==> config.mk <==
export PLATFORM = sky130hd
export DESIGN_NAME = edge_gen_flat
export DESIGN_NICKNAME = d
export VERILOG_FILES = /design/src/rtl/edge_pkg.sv /design/src/rtl/edge_gen_if.sv /design/src/rtl/edge_hold_cnt.sv /design/src/rtl/edge_gen.sv /design/src/flat_wrapper.sv
export SDC_FILE = /design/constraint.sdc
export NUM_CORES = 1
export LEC_CHECK = 0
export BUFFER_PORTS_ARGS = -buffer_cell sky130_fd_sc_hd__buf_2
export CELL_PAD_IN_SITES_DETAIL_PLACEMENT = 1
export CELL_PAD_IN_SITES_GLOBAL_PLACEMENT = 2
export CORE_ASPECT_RATIO = 1.25
export CORE_MARGIN = 2
export CORE_UTILIZATION = 35
export CTS_CLUSTER_SIZE = 28
export DETAILED_ROUTE_END_ITERATION = 10
export HOLD_SLACK_MARGIN = 0.03
export PLACE_DENSITY = 0.73
export SETUP_SLACK_MARGIN = 0.5
export SYNTH_ARGS = -nofsm -noshare
export SYNTH_HDL_FRONTEND = slang
export SYNTH_HIERARCHICAL = 1
export SYNTH_SLANG_ARGS = --single-unit
==> constraint.sdc <==
create_clock -name clk -period 3 [get_ports clk]
set_input_delay 0.15 -clock clk [delete_from_list [all_inputs] [get_ports clk]]
set_output_delay 0.15 -clock clk [all_outputs]
set_load 0.03 [all_outputs]
==> src/rtl/edge_pkg.sv <==
// Shared definitions for the edge generator and its matching edge-detector bench.
// State type and legacy-compatible state encodings.
package edge_pkg;

  typedef logic [1:0] state_t;

  localparam state_t LOW_IDLE  = 2'd0;
  localparam state_t HOLD_HIGH = 2'd1;
  localparam state_t HIGH_IDLE = 2'd2;
  localparam state_t HOLD_LOW  = 2'd3;

endpackage

==> src/rtl/edge_gen_if.sv <==
// Request/status bundle between a requester (master) and the edge generator (slave).
interface edge_gen_if;

  logic rise_req;
  logic fall_req;
  logic a_out;
  logic rise_done;
  logic fall_done;
  logic busy;
  logic err;

  modport master (
    output rise_req, fall_req,
    input  a_out, rise_done, fall_done, busy, err
  );

  modport slave (
    input  rise_req, fall_req,
    output a_out, rise_done, fall_done, busy, err
  );

endinterface

==> src/rtl/edge_hold_cnt.sv <==
// Minimum-width hold counter: loads on an edge, counts down, saturates at zero.
module edge_hold_cnt #(
  parameter int unsigned CNT_W = 8
) (
  input  logic             clk,
  input  logic             rst_n,
  input  logic             load,
  input  logic [CNT_W-1:0] load_val,
  input  logic [CNT_W-1:0] thr,
  output logic             zero,
  output logic             le_thr
);

  logic [CNT_W-1:0] cnt_q, cnt_d;

  always_comb begin
    cnt_d = cnt_q;
    if (load) begin
      cnt_d = load_val;
    end else if (cnt_q != '0) begin
      cnt_d = cnt_q - 1'b1;
    end
  end

  always_ff @(posedge clk) begin
    if (!rst_n) begin
      cnt_q <= '0;
    end else begin
      cnt_q <= cnt_d;
    end
  end

  assign zero   = (cnt_q == '0);
  assign le_thr = (cnt_q <= thr);

endmodule

==> src/rtl/edge_gen.sv <==
// Request-driven level generator with minimum high/low times and a one-deep pending edge.
// Optional EDGE_GEN_AUTOFALL_EN: every rise also queues a fall PULSE_LEN cycles later.
module edge_gen
  import edge_pkg::*;
#(
  parameter int unsigned MIN_HIGH  = 4,
  parameter int unsigned MIN_LOW   = 4,
  parameter int unsigned PULSE_LEN = 8,
  parameter int unsigned CNT_W     = 8
) (
  input  logic       clk,
  input  logic       rst_n,
  edge_gen_if.slave  bus
);

  if ((MIN_HIGH > (2**CNT_W)) || (MIN_LOW > (2**CNT_W)) || (PULSE_LEN > (2**CNT_W))) begin : g_cnt_w_check
    $error("edge_gen: CNT_W too narrow for configured hold lengths");
  end

`ifdef EDGE_GEN_AUTOFALL_EN
  // Auto-fall keeps a fall pending for the whole high phase; an explicit fall
  // is honoured early once MIN_HIGH cycles have been spent high.
  localparam logic [CNT_W-1:0] HIGH_LOAD = CNT_W'(PULSE_LEN - 1);
  localparam logic [CNT_W-1:0] FALL_THR  = CNT_W'(PULSE_LEN - MIN_HIGH);
  localparam logic             AUTO_PEND = 1'b1;
`else
  localparam logic [CNT_W-1:0] HIGH_LOAD = CNT_W'(MIN_HIGH - 1);
  localparam logic [CNT_W-1:0] FALL_THR  = '0;
  localparam logic             AUTO_PEND = 1'b0;
`endif
  localparam logic [CNT_W-1:0] LOW_LOAD  = CNT_W'(MIN_LOW - 1);

  state_t           state_q, state_d;
  logic             pend_q, pend_d;
  logic             a_q, a_d;
  logic             rdone_q, rdone_d;
  logic             fdone_q, fdone_d;
  logic             busy_q, busy_d;
  logic             err_q, err_d;
  logic             load;
  logic [CNT_W-1:0] load_val;
  logic             zero, le_thr;
  logic             rise_v, fall_v;

  edge_hold_cnt #(.CNT_W(CNT_W)) u_hold_cnt (
    .clk      (clk),
    .rst_n    (rst_n),
    .load     (load),
    .load_val (load_val),
    .thr      (FALL_THR),
    .zero     (zero),
    .le_thr   (le_thr)
  );

  assign rise_v = bus.rise_req & ~bus.fall_req;
  assign fall_v = bus.fall_req & ~bus.rise_req;

  always_comb begin
    state_d  = state_q;
    pend_d   = pend_q;
    a_d      = a_q;
    rdone_d  = 1'b0;
    fdone_d  = 1'b0;
    err_d    = bus.rise_req & bus.fall_req;
    load     = 1'b0;
    load_val = '0;

    // Hold expiry still proceeds on a conflicting-request cycle; only the requests are dropped.
    unique case (state_q)
      LOW_IDLE: begin
        if (rise_v) begin
          state_d = HOLD_HIGH; a_d = 1'b1; rdone_d = 1'b1;
          load = 1'b1; load_val = HIGH_LOAD; pend_d = AUTO_PEND;
        end else if (fall_v) begin
          err_d = 1'b1;
        end
      end
      HOLD_HIGH: begin
        if (rise_v) err_d = 1'b1;
        if ((zero && pend_q) || (fall_v && le_thr)) begin
          state_d = HOLD_LOW; a_d = 1'b0; fdone_d = 1'b1;
          load = 1'b1; load_val = LOW_LOAD; pend_d = 1'b0;
        end else if (zero) begin
          state_d = HIGH_IDLE;
        end else if (fall_v) begin
          pend_d = 1'b1;
        end
      end
      HIGH_IDLE: begin
        if (fall_v) begin
          state_d = HOLD_LOW; a_d = 1'b0; fdone_d = 1'b1;
          load = 1'b1; load_val = LOW_LOAD; pend_d = 1'b0;
        end else if (rise_v) begin
          err_d = 1'b1;
        end
      end
      HOLD_LOW: begin
        if (fall_v) err_d = 1'b1;
        if (zero && (pend_q || rise_v)) begin
          state_d = HOLD_HIGH; a_d = 1'b1; rdone_d = 1'b1;
          load = 1'b1; load_val = HIGH_LOAD; pend_d = AUTO_PEND;
        end else if (zero) begin
          state_d = LOW_IDLE;
        end else if (rise_v) begin
          pend_d = 1'b1;
        end
      end
      default: state_d = LOW_IDLE;
    endcase

    busy_d = (state_d == HOLD_HIGH) || (state_d == HOLD_LOW) || pend_d;
  end

  always_ff @(posedge clk) begin
    if (!rst_n) begin
      state_q <= LOW_IDLE;
      pend_q  <= 1'b0;
      a_q     <= 1'b0;
      rdone_q <= 1'b0;
      fdone_q <= 1'b0;
      busy_q  <= 1'b0;
      err_q   <= 1'b0;
    end else begin
      state_q <= state_d;
      pend_q  <= pend_d;
      a_q     <= a_d;
      rdone_q <= rdone_d;
      fdone_q <= fdone_d;
      busy_q  <= busy_d;
      err_q   <= err_d;
    end
  end

  assign bus.a_out     = a_q;
  assign bus.rise_done = rdone_q;
  assign bus.fall_done = fdone_q;
  assign bus.busy      = busy_q;
  assign bus.err       = err_q;

endmodule
==> src/flat_wrapper.sv <==
// flat-port wrapper written by rule: the top's interface ports become plain ports
module edge_gen_flat import edge_pkg::*;
#(
  parameter int unsigned MIN_HIGH  = 4,
  parameter int unsigned MIN_LOW   = 4,
  parameter int unsigned PULSE_LEN = 8,
  parameter int unsigned CNT_W     = 8
)
  (clk, rst_n, bus_rise_req, bus_fall_req, bus_a_out, bus_rise_done, bus_fall_done, bus_busy, bus_err);
  edge_gen_if bus_i ();
  input  logic clk;
  input  logic rst_n;
  input wire logic [$bits(bus_i.rise_req)-1:0] bus_rise_req;
  input wire logic [$bits(bus_i.fall_req)-1:0] bus_fall_req;
  output wire logic [$bits(bus_i.a_out)-1:0] bus_a_out;
  output wire logic [$bits(bus_i.rise_done)-1:0] bus_rise_done;
  output wire logic [$bits(bus_i.fall_done)-1:0] bus_fall_done;
  output wire logic [$bits(bus_i.busy)-1:0] bus_busy;
  output wire logic [$bits(bus_i.err)-1:0] bus_err;
  assign bus_i.rise_req = bus_rise_req;
  assign bus_i.fall_req = bus_fall_req;
  assign bus_a_out = bus_i.a_out;
  assign bus_rise_done = bus_i.rise_done;
  assign bus_fall_done = bus_i.fall_done;
  assign bus_busy = bus_i.busy;
  assign bus_err = bus_i.err;
  edge_gen #(.MIN_HIGH(MIN_HIGH), .MIN_LOW(MIN_LOW), .PULSE_LEN(PULSE_LEN), .CNT_W(CNT_W)) u_core (.clk(clk), .rst_n(rst_n), .bus(bus_i));
endmodule
# Word level (Yosys, flattened, before mapping)
# Cells that the tools add are included.
# word_totals
ff_bits,16
inputBits,4
out_inout_bits,5
elab_cells,76
# classes
add_sub_neg,1
magnitude_cmp,1
n_eq_ne,9
n_mux,40
bitwise_logic,5
n_reduce_logical,12
# op_table
cell,count
$pmux 8 s4,1
$mux 1,20
$mux 2,10
$mux 8,2
$pmux 1 s4,4
$le 8x1->1 const B,1
$logic_not 8->1,1
$ne 2x1->1 const B,4
$pmux 2 s4,1
$reduce_bool 8->1,1
$sub 8x1->8 const B,1
$eq 2x2->1 const B,3
$eq 2x1->1 const B,2
$logic_or 1x1->1,4
$pmux 1 s2,2
$reduce_and 4->1,1
$and 1x1->1,3
$logic_and 1x1->1,3
$logic_not 2->1,1
$not 1->1,2
$reduce_bool 2->1,1

# Longest topological paths before layout
# Gate-level depths: netlist of the first run.
# logic_depth
word_depth,9
mapped_depth,14
ltp_nobuf,13

# Hierarchy
# The synthesis of the first run kept the hierarchy.
# modules_own_cells
module,n_inst,cells_each,area_each_um2,seq_area_each_um2
edge_hold_cnt,1,80,656.9,160.2
edge_gen,1,67,573.0,160.2

# Worst setup path after synthesis of the first run
# No wires, ideal clock.
# synth_timing
path_type,register to register
startpoint,register u_core.u_hold_cnt.cnt_q[0]
endpoint,register u_core.u_hold_cnt.cnt_q[7]
setup_time_ps,119
arrival_time_ps,2345
t_required_ps,2881
slack_ps,536
stages_incl_launch_ff,13
n_path_buf,2
period_less_slack_ps,2464
path_cell_list,dfxtp_1 > inv_1 > ha_1 > or3b_4 > nor2b_2 > buf_6 > nand2_1 > a21oi_2 > nor3_1 > a21oi_1 > clkbuf_1 > inv_1 > o221a_1
# synth_between
elab_chain_len,6
elab_cells_between_ends,14
cone_classes,1 x add/sub; 1 x order compare; 5 x mux; 7 x reduce/logical
# synth_rtl
item,line_no,text
"start, declared",edge_hold_cnt.sv:14,"logic [CNT_W-1:0] cnt_q, cnt_d;"
"start signal, assigned",edge_hold_cnt.sv:29,cnt_q <= cnt_d;
$logic_not 8->1 *,edge_hold_cnt.sv:33,assign zero = (cnt_q == '0);
via u_core.zero,edge_gen.sv:42,"logic zero, le_thr;"
$logic_and 1x1->1,edge_gen.sv:80,if ((zero && pend_q) || (fall_v && le_thr)) begin
$logic_or 1x1->1,edge_gen.sv:80,
$mux 1,edge_gen.sv:80,
$pmux 1 s4 *,edge_gen.sv:69,unique case (state_q)
via u_core.load,edge_gen.sv:40,logic load;
$mux 8 or $reduce_bool 2->1 (tied branches),-,
# The timed path passes the listed nets; every way through them passes the cells marked *. The select of a mux whose other input is x is not followed.
# A chain may end at the register's enable or synchronous reset.

# Final worst setup path of the first run
# layout_timing
startpoint,register u_core.u_hold_cnt.cnt_q[7]
endpoint,register u_core.u_hold_cnt.cnt_q[7]
# layout_between
elab_chain_len,6
elab_cells_between_ends,14
cone_classes,1 x add/sub; 1 x order compare; 5 x mux; 7 x reduce/logical
# layout_rtl
item,line_no,text
$le 8x1->1 *,edge_hold_cnt.sv:34,assign le_thr = (cnt_q <= thr);
via u_core.le_thr,edge_gen.sv:42,
$logic_and 1x1->1 *,edge_gen.sv:80,
$logic_or 1x1->1 *,edge_gen.sv:80,
$mux 1 *,edge_gen.sv:80,
$pmux 1 s4 *,edge_gen.sv:69,
via u_core.load,edge_gen.sv:40,
$mux 8 or $reduce_bool 2->1 (tied branches),-,
# Marked as above.

==> run summary, run 1 <==
top cells by area, synth: dfxtp_1, ha_1, inv_1
static leakage: 0.6342 nW
worst-case clock skew: 0.001607 ns
first-pass GRT wire length: 5478 um
FF+latch area: 322.8 um^2
Syn Std Cell Area: 0.001230 mm^2
Port Buf Inserts: 8
RSZ-0062 raised after global routing: false
DRC errors left: 0
critical path data arrival time: 2.49 ns
Top Usage Layer GRT: met2
post-synth cell types: 50
reg-to-reg endpoint: u_core/u_hold_cnt/cnt_q[7]
commonest cells after routing, fill and taps aside: inv_1, ha_1, dfxtp_1, conb_1
slowest cell on the critical path: dfxtp_1
Post-Syn Instances: 147
critical path's top delay family: compound AO/OA/AOI/OAI gates
sequential element share of the synthesized area: 0.2604
gr ovfl total: 0
final hold violations: 0
Max IR drop VDD: 0.4313 mV
Finished Layout Cells: 212
I/O Pins: 9
Cell Rows: 24
post-synth top area share: 0.2604
initial antenna violation count: 0
Final period util: 0.7828
power density over the cells: 1040 mW/mm^2
core box area: 0.003423 mm^2
Critical Path RT: 3.15 ns
CTS H-tree lvls: 1
Synth area leader: dfxtp_1
die footprint: 0.004007 mm^2
Multi-input gate area: 894.6 um^2
CTS Root Cell: clkbuf_8
Post-synth EDFFs: 0
final total power: 1.525 mW
MaxCap Viol Count: 0
worst path cell trace: ha_1, nand2_1, o21ai_2, mux2i_1, a21o_1, a21oi_1, o21ai_2, nor3_2, a21oi_2, buf_4, a21o_1, o221a_1
min cycle time layout: 2.349 ns
Layout area overhead: 19.23%
Final setup violation count: 0
RD Place Congestion: 0.8537
Hold Path End: u_core/bus.err
Clock Latency Late Sink: 0.25 ns
CP Max Fanout: 9
hold path cells: 3
initial drt markers: 21
Synth Flop Type: dfxtp_1
GRT met1 Usage: 0.1918
clk sinks: 16
Max Buffers Root-to-Sink: 2
async set-reset flop share out of synthesis: 0
pin count of the biggest net entering global routing: 20
Syn Area/Cell: 8.367 um^2
reg2reg start: u_core/u_hold_cnt/cnt_q[7]
CP max stage delay: 0.35 ns
Ys Warns: 6
Cell Count Post-Placement: 204
crit path capture type: flip-flop
setup slack, reg-to-reg: 0.65 ns
Worst R2R Path Depth: 12
Min Hold Slack: 0.2243 ns
CTS Buf Count: 3
max-slew violations: 0
number of global-route vias before repair: 1,156
Die Ht: 70.28 um
via/cell ratio: 5.170
setup_tns: 0 ns
Hold Buf Count CTS: 0
Crit Path Category: reg -> reg
GR met3 Demand/Resource: 0.02222
met2 Use GR: 0.3257
hold path start: bus_rise_req
Final Routed Wirelength: 3167 um
Chip Width: 57.02 um
Worst-path clk slew: 0.07 ns
fraction of layout cells with a size suffix above 1: 0.2197
Final nets: 192
CP bufs+invs: 1
hpwl dp: 2512 um
status: finished, final reports clean
# fillers: 419
Synth Register Bits: 16
number of detailed-route iterations in the first pass: 3
all-layer global routing usage: 0.1751
routed vias: 1,096
CP Launch Type: flip-flop
ant diodes: 0
Routed WL per cell: 14.94 um
Routed Antenna Nets: 0
CTS tree: yes
min-delay worst type: in -> reg
Fmax: 425.8 MHz
Initial Util: 0.3593
## cells in the mapped netlist, types with 2 or more instances
library cell,n
o31ai_1,3
inv_1,16
a21oi_1,10
ha_1,14
nand3_1,6
o21ai_1,3
buf_6,2
nand4_1,3
nor2_1,7
nor2b_1,3
xnor2_1,2
o211ai_1,2
mux2i_1,3
dfxtp_1,16
a21o_1,2
nor3_1,5
nand2_1,7
clkbuf_1,2
o21ai_0,10
## worst register-to-register path, delay by kind of cell, from the launching register on
kind / cells / cell delay [ns]
AOI/OAI and AO/OA: 7 / 0.99
buffers and inverters: 1 / 0.19
adders and majority gates: 1 / 0.33
muxes: 1 / 0.09
DFF: 1 / 0.35
and+or+nand+nor: 2 / 0.30
## cell type report
class / count / area share
multi-input combinational: 123 / 0.6101
sequential: 16 / 0.2201
timing repair buffer: 14 / 0.05802
inverter: 16 / 0.04096
clock buffer: 4 / 0.03754
tap: 39 / 0.03328
## routing by layer
metal | up-vias | wire length [um]
met4 | 0 | 73
li1 | 562 | -
met2 | 5 | 1803
met3 | 6 | 25
met5 | - | 0
met1 | 523 | 1263
## flip-flops by register name, indices dropped and copies added, names as in the netlist
name and count:
u_core/bus.a_out 1, u_core/bus.busy 1, u_core/bus.err 1, u_core/bus.fall_done 1
u_core/bus.rise_done 1, u_core/pend_q 1, u_core/state_q 2, u_core/u_hold_cnt/cnt_q 8
## stage by stage
stage          area, um^2  setup slack (ns)    util
2_1_floorplan        1279            0.5360       -
3_3_place_gp         1345            0.4143  0.3929
3_5_place_dp         1345            0.3575  0.3929
4_1_cts              1418            0.5058  0.4141
5_1_grt              1466            0.4845  0.4284
6_report             1466            0.6515  0.4284
## worst max path at each step
stage,from,endpoint,cells past startpoint
2_1_floorplan,u_core/u_hold_cnt/cnt_q[0],u_core/u_hold_cnt/cnt_q[7],12
3_3_place_gp,u_core/u_hold_cnt/cnt_q[0],u_core/u_hold_cnt/cnt_q[7],10
5_1_grt,u_core/u_hold_cnt/cnt_q[7],u_core/u_hold_cnt/cnt_q[2],12
3_5_place_dp,u_core/u_hold_cnt/cnt_q[5],u_core/u_hold_cnt/cnt_q[3],12
4_1_cts,u_core/u_hold_cnt/cnt_q[0],u_core/u_hold_cnt/cnt_q[2],11
6_report,u_core/u_hold_cnt/cnt_q[7],u_core/u_hold_cnt/cnt_q[7],12
## report_power, final
part | switching, mW | internal (mW)
combinational | 0.530 | 0.413
clock | 0.0846 | 0.117
sequential | 0.0852 | 0.296
## what timing repair did
| item | CTS | global route |
|---|---|---|
| resized for setup | 3 | 9 |
| setup buffers | 1 | 3 |
| setup endpoints to repair | 8 | 8 |
| pin swaps | 1 | 1 |
| cloned | 0 | 0 |
## logic make-up after synthesis
kind of cell	count (synthesis)	share of synthesized area
AO/OA/AOI/OAI	44	0.2492
XOR/XNOR	2	0.01424
adder cells (fa/ha/maj)	14	0.1424
buffers and inverters	21	0.07935
flip-flops	16	0.2604
multiplexers	4	0.03357
other	1	0.003049
AND/OR/NAND/NOR	45	0.2177
Note: power is estimated with default switching activity, not from simulation.
==> inputs of run 2 (changes only) <==
- ABC_AREA: not set -> 1
- CORE_UTILIZATION: 35 -> 30
- PLACE_DENSITY: 0.73 -> 0.71
- clock period: 3 -> 1.98 ns (I/O delays scaled with it)
==> run 2 against run 1 <==
The run now ends with setup timing left. Clock power grew 48%. Critical path type unchanged. Critical endpoint is now u_core/u_hold_cnt/cnt_q[1]. Sequential share of layout area shrank 4.9 points. Via count grew 20%.
==> run summary, run 2 <==
Largest Register: u_core/u_hold_cnt/cnt_q
most frequent cells after synthesis: nand2_1, inv_1, dfxtp_1
Port Buf Inserts: 8 (unchanged)
Worst-path clk slew: 0.07 ns (about the same)
Fmax: 489.2 MHz (+15%)
via/cell ratio: 4.502 (-13%)
most common cell after layout, fill and taps aside: nand2_1
max-slew violations: 0 (unchanged)
critical path data arrival time: 2.23 ns (-0.26 ns)
Largest register FFs: 8 (unchanged)
post-synth cell types: 31 (-38%)
Placed Instance Area: 0.001674 mm^2 (+24%)
routed vias: 1,310 (+20%)
FF+latch area: 332.8 um^2 (+3.1%)
Clk pwr share: 0.114 (-0.018)
Crit. Startpoint: u_core/u_hold_cnt/cnt_q[7]
CP Max Fanout: 7 (-2)
CTS H-tree lvls: 1 (unchanged)
commonest cells after routing, fill and taps aside: nand2_1, inv_1, buf_4
static leakage: 0.8843 nW (+39%)
status: complete, but fails checks
switch share: 0.4569 (-0.001974)
Worst R2R Path Depth: 15 (+3)
Clock Latency Late Sink: 0.25 ns (about the same)
I/O Pins: 9 (unchanged)
final hold violations: 0 (unchanged)
Final setup violation count: 11 (+11)
top cells by area, synth: dfxtp_1, ha_1, nand2_1
Crit path top cell by count: nand2_1
slowest cell on the critical path: dfxtp_4
Post-synth EDFFs: 0 (unchanged)
WL met1: 1415 um (+12%)
gr ovfl total: 0 (unchanged)
Post-Syn Instances: 182 (+24%)
all-layer global routing usage: 0.1729 (-0.002194)
Crit Path Category: reg -> reg
Final nets: 254 (+32%)
clk sinks: 16 (unchanged)
core box area: 0.004066 mm^2 (+19%)
number of detailed-route iterations in the first pass: 4 (+1)
worst-case clock skew: 0.008679 ns (+0.007072 ns)
post-route cell area: 0.001939 mm^2 (+32%)
MaxCap Viol Count: 0 (unchanged)
ant diodes: 0 (unchanged)
Initial Util: 0.3117 (-0.04759)
post-synth top area share: 0.2527 (-0.007713)
pin count of the biggest net entering global routing: 10 (-50%)
Multi-input gate area: 0.001080 mm^2 (+21%)
die footprint: 0.004764 mm^2 (+19%)
# fillers: 526 (+26%)
pre-CTS WS: -0.1564 ns (-0.5139 ns)
initial antenna violation count: 0 (unchanged)
crit path capture type: flip-flop
met3 WL: 40 um (+60%)
Syn Area/Cell: 6.964 um^2 (-17%)
CP Launch Type: flip-flop
Routed WL per cell: 13.63 um (-8.8%)
Ys Warns: 6 (unchanged)
min cycle time layout: 2.044 ns (-0.3044 ns)
Syn Std Cell Area: 0.001267 mm^2 (+3.1%)
initial drt markers: 21 (unchanged)
sequential element share of the synthesized area: 0.2527 (-0.007713)
final total power: 2.603 mW (+71%)
Layout area overhead: 53.01%
power density over the cells: 1342 mW/mm^2 (+29%)
fraction of layout cells with a size suffix above 1: 0.4511 (+0.2314)
worst path cell trace: ha_4, nand2_4, nor2_4, buf_6, nand4_1, nand2_1, nand3_2, nand2_4, a21oi_4, a22oi_2, buf_6, nand2_1, o21ai_1, nand2_1, a21oi_2
Cell Int Power: 1.414 mW (+71%)
hold path start: rst_n
Die Ht: 76.67 um (+9.1%)
Cell Rows: 26 (+8.3%)
part of the power in registers: 0.202 (-0.048)
DRC errors left: 0 (unchanged)
Synth area leader: dfxtp_1
post-route worst setup slack: -0.06408 ns (-0.7156 ns)
setup_tns: -0.3310 ns (-0.3310 ns)
most frequent cell after synthesis: nand2_1
min-delay worst type: in -> reg
failing checks: setup timing
Final Routed Wirelength: 3966 um (+25%)
CP max stage delay: 0.36 ns (about the same)
CTS tree: yes
number of global-route vias before repair: 1,429 (+24%)
async set-reset flop share out of synthesis: 0 (unchanged)
CTS Buf Count: 3 (unchanged)
Max Buffers Root-to-Sink: 2 (unchanged)
Routed Antenna Nets: 0 (unchanged)
hpwl dp: 3198 um (+27%)
top layer used by detailed routing: met4
P_sw: 1.189 mW (+70%)
hold path cells: 3 (unchanged)
Max IR drop VDD: 0.4859 mV (+13%)
met2 WL post-DR: 2427 um (+35%)
Chip Width: 62.14 um (+9.0%)
Critical Path RT: 2.17 ns (-0.98 ns)
Comb power frac: 0.684 (+0.066)
first-pass GRT wire length: 6548 um (+20%)
CTS Root Cell: clkbuf_8
Final period util: 1.032 (+0.2495)
Hold Buf Count CTS: 0 (unchanged)
Synth Flop Type: dfxtp_1
Top Registers: u_core/u_hold_cnt/cnt_q: 8 flops, u_core/state_q: 2 flops
Synth Register Bits: 16 (unchanged)
reg2reg start: u_core/u_hold_cnt/cnt_q[7]
RD Place Congestion: 0.8604 (+0.78%)
RSZ-0062 raised after global routing: true
## run 2: through the flow
stage	cells	utilization	hold WS, ns
floorplan	195	-	0.2154
global placement	281	0.4117	0.3743
detailed placement	281	0.4117	0.3996
CTS	290	0.4545	0.1347
global route	291	0.4769	0.1533
finish	291	0.4769	0.1301
## run 2: timing repair
action | in CTS | in global routing
endpoints found under the setup margin | 14 | 15
buffers inserted | 5 | 1
gates resized for setup | 20 | 24
pin swaps | 13 | 12
gates cloned | 0 | 0
endpoints found under the hold margin | 0 | 0
## run 2: worst paths after layout
kind,endpoint,slack [ns]
worst max-delay path,u_core/u_hold_cnt/cnt_q[1],-0.06
worst min-delay path,u_core/pend_q,0.13
worst max register to register,u_core/u_hold_cnt/cnt_q[1],-0.06
worst min register to register,u_core/bus.a_out,0.46
## run 2: cell type report
| type | count | share of cell area |
|---|---|---|
| multi-input cells | 149 | 0.5568 |
| inverters | 29 | 0.05871 |
| clock buffers | 4 | 0.02839 |
| flip-flops and latches | 16 | 0.1716 |
| repair buffers | 37 | 0.1484 |
| well taps | 56 | 0.03613 |
## run 2: routing by layer
metal | GRT usage | vias up
li1 | - | 677
met1 | 0.1593 | 619
met2 | 0.3772 | 8
met3 | 0.01320 | 6
met4 | 0.06444 | 0
met5 | 0 | -
## run 2: cell families after synthesis
logic type	Yosys count	synth area share
AOI/OAI and AO/OA	30	0.1501
DFF	16	0.2527
xor gates and xnor gates	3	0.02073
other	1	0.002959
buffers and inverters	30	0.09181
adders and majority gates	14	0.1382
and+or+nand+nor	88	0.3435
## run 2: power groups by stage
| stage | Clock (mW) | Combinational, mW | Sequential (mW) |
|---|---|---|---|
| floorplan | 0 | 0.924 | 0.575 |
| global placement | 0 | 1.49 | 0.524 |
| detailed placement | 0 | 1.53 | 0.531 |
| CTS | 0.314 | 1.65 | 0.528 |
| global route | 0.328 | 1.98 | 0.539 |
| finish | 0.298 | 1.78 | 0.525 |
## run 2: worst max-delay path: cells and delay by family, from the launching register on
family	cells	cell delay (ns)
AO/OA/AOI/OAI	4	0.39
adder cells (fa/ha/maj)	1	0.28
buffers and inverters	2	0.27
flip-flops	1	0.36
AND/OR/NAND/NOR	8	0.69
==> inputs of run 3 (changes only) <==
- CORE_UTILIZATION: 30 -> 32
- CTS_BUF_LIST: not set -> sky130_fd_sc_hd__clkbuf_8
- PLACE_DENSITY: 0.71 -> 0.75
==> run 3 against run 2 <==
The flow still finishes with violations (setup timing). Design area fell by 4.0%. Critical path depth decreased by 1. Sequential power rose by 2%. First-iteration DRC count rose by 29%. Non-clock buffer count is 4 lower. Hold slack improved by 0.0072 ns. Critical path type unchanged. Global-route usage rose by 2.0 points. Sequential share of layout area increased by 0.78 points. Count of clock-buffer cells in the layout unchanged. Core utilization up 1.5 points. Combinational power is 4% lower.
==> run summary, run 3 (synthesized netlist as in run 2, its figures left out) <==
static leakage: 0.8610 nW (-2.6%)
GR met3 Demand/Resource: 0.02957 (+0.01637)
Final setup violation count: 5 (-6)
CTS tree: yes
Finished Layout Cells: 285 (-2.1%)
MaxCap Viol Count: 0 (unchanged)
final hold violations: 0 (unchanged)
Cell Rows: 25 (-3.8%)
via/cell ratio: 4.625 (+2.7%)
fraction of layout cells with a size suffix above 1: 0.4156 (-0.03548)
DRC errors left: 0 (unchanged)
initial drt markers: 27 (+29%)
critical path data arrival time: 2.20 ns (-0.03 ns)
crit path capture type: flip-flop
hold path cells: 3 (unchanged)
Layout area overhead: 46.89%
number of detailed-route iterations in the first pass: 4 (unchanged)
critical path's top delay family: simple AND/OR/NAND/NOR gates
CTS H-tree lvls: 1 (unchanged)
switch share: 0.4597 (+0.002816)
setup_tns: -0.1184 ns (+0.2126 ns)
Max Buffers Root-to-Sink: 2 (unchanged)
core box area: 0.003785 mm^2 (-6.9%)
Crit. Startpoint: u_core/u_hold_cnt/cnt_q[7]
hold path start: rst_n
slowest cell on the critical path: dfxtp_4
Largest Register: u_core/u_hold_cnt/cnt_q
die footprint: 0.004483 mm^2 (-5.9%)
routed vias: 1,318 (+0.61%)
CP Launch Type: flip-flop
Top Registers: u_core/u_hold_cnt/cnt_q: 8 flops, u_core/state_q: 2 flops
RD Place Congestion: 0.9153 (+6.4%)
first-pass GRT wire length: 6327 um (-3.4%)
Initial Util: 0.3349 (+0.02318)
Final period util: 1.017 (-0.01551)
RSZ-0062 raised after global routing: true
CTS Buf Count: 3 (unchanged)
Levels on crit path: 14 (-1)
part of the power in registers: 0.210 (+0.008)
Crit Path Category: reg -> reg
Cell Count Post-Placement: 276 (-1.8%)
hpwl dp: 3168 um (-0.96%)
Top Usage Layer GRT: met2
Routed Antenna Nets: 0 (unchanged)
Worst-path clk slew: 0.07 ns (about the same)
Cell Int Power: 1.373 mW (-2.9%)
min-delay worst type: in -> reg
Port Buf Inserts: 8 (unchanged)
min cycle time layout: 2.013 ns (-0.03072 ns)
all-layer global routing usage: 0.1926 (+0.01974)
initial antenna violation count: 0 (unchanged)
Die Ht: 74.37 um (-3.0%)
Critical Path RT: 2.16 ns (about the same)
Hold Buf Count CTS: 0 (unchanged)
Comb power frac: 0.670 (-0.014)
commonest cells after routing, fill and taps aside: nand2_1, inv_1, buf_4
Clock Latency Late Sink: 0.26 ns (about the same)
CTS Root Cell: clkbuf_8
Final nets: 250 (-1.6%)
most common cell after layout, fill and taps aside: nand2_1
GRT met1 Usage: 0.1689 (+0.009664)
Chip Width: 60.29 um (-3.0%)
Routed WL per cell: 13.67 um (+0.33%)
worst-case clock skew: 0.005632 ns (-0.003047 ns)
pin count of the biggest net entering global routing: 10 (unchanged)
max-slew violations: 0 (unchanged)
ant diodes: 0 (unchanged)
power density over the cells: 1365 mW/mm^2 (+1.7%)
Fmax: 496.7 MHz (+1.5%)
Max IR drop VDD: 0.4588 mV (-5.6%)
clk sinks: 16 (unchanged)
Final Routed Wirelength: 3897 um (-1.7%)
Clk pwr share: 0.120 (+0.006)
Largest register FFs: 8 (unchanged)
reg2reg start: u_core/u_hold_cnt/cnt_q[7]
met2 Use GR: 0.4010 (+0.02379)
gr ovfl total: 0 (unchanged)
P_sw: 1.168 mW (-1.8%)
CP Max Fanout: 7 (unchanged)
status: complete, but fails checks
number of global-route vias before repair: 1,483 (+3.8%)
post-route worst setup slack: -0.03336 ns (+0.03072 ns)
Worst R2R Path Depth: 14 (-1)
CP bufs+invs: 1 (-1)
CP max stage delay: 0.37 ns (about the same)
failing checks: setup timing
worst path cell trace: ha_4, nand2_4, nor2_4, nand2_1, nand3_1, nand2_1, nand3_2, nand2_4, a21oi_4, a22oi_2, buf_6, nor2_4, nand3_2, a21oi_2
I/O Pins: 9 (unchanged)
==> run 3: worst min-delay path, stage by stage <==
cell	delay (ns)
buf_2	0.13
nand2_1	0.08
inv_1	0.05
==> run 3: final timing paths <==
| kind | end | slack, ns |
|---|---|---|
| worst max-delay path | u_core/u_hold_cnt/cnt_q[7] | -0.03 |
| worst min-delay path | u_core/pend_q | 0.14 |
| worst max register to register | u_core/u_hold_cnt/cnt_q[7] | -0.03 |
| worst min register to register | u_core/bus.a_out | 0.47 |
==> run 3: timing repair <==
| action | 4_1_cts | 5_1_grt |
|---|---|---|
| resized for setup | 8 | 21 |
| buffers inserted | 4 | 1 |
| cloned | 0 | 0 |
| pin swaps | 15 | 16 |
| setup endpoints to repair | 14 | 15 |
| hold endpoints to repair | 0 | 0 |
==> run 3: through the flow <==
| step | power [mW] | hold slack (ns) | cell area, um^2 | worst slack (ns) | utilization |
|---|---|---|---|---|---|
| 6_report | 2.541 | 0.1373 | 1862 | -0.03336 | 0.4919 |
| 5_1_grt | 2.761 | 0.1676 | 1862 | -0.1765 | 0.4919 |
| 4_1_cts | 2.412 | 0.1408 | 1767 | -0.03264 | 0.4668 |
| 3_5_place_dp | 1.990 | 0.4064 | 1649 | -0.08824 | 0.4357 |
| 3_3_place_gp | 1.941 | 0.3758 | 1649 | -0.06574 | 0.4357 |
| 2_1_floorplan | 1.499 | 0.2154 | 1403 | 0.07609 | - |
==> run 3: power groups by stage <==
| stage | combinational [mW] | clock [mW] | sequential (mW) |
|---|---|---|---|
| final | 1.70 | 0.305 | 0.534 |
| after global routing | 1.89 | 0.328 | 0.544 |
| after CTS | 1.57 | 0.313 | 0.528 |
| after detailed placement | 1.45 | 0 | 0.536 |
| after global placement | 1.40 | 0 | 0.537 |
| after floorplan | 0.924 | 0 | 0.575 |
==> run 3: cell type report <==
type	count	area, um^2
repair buffers	33	235.2
well taps	54	67.56
inverters	29	111.4
fillers	493	1923
multi-input cells	149	1059
flip-flops and latches	16	334.1
clock buffers	4	55.05
==> run 3: metal layers <==
| layer | vias to the layer above | share of wire | wire length (um) |
|---|---|---|---|
| met1 | 629 | 0.35 | 1376 |
| li1 | 666 | - | - |
| met5 | - | 0 | 0 |
| met2 | 13 | 0.60 | 2330 |
| met3 | 10 | 0.015 | 57 |
| met4 | 0 | 0.034 | 133 |
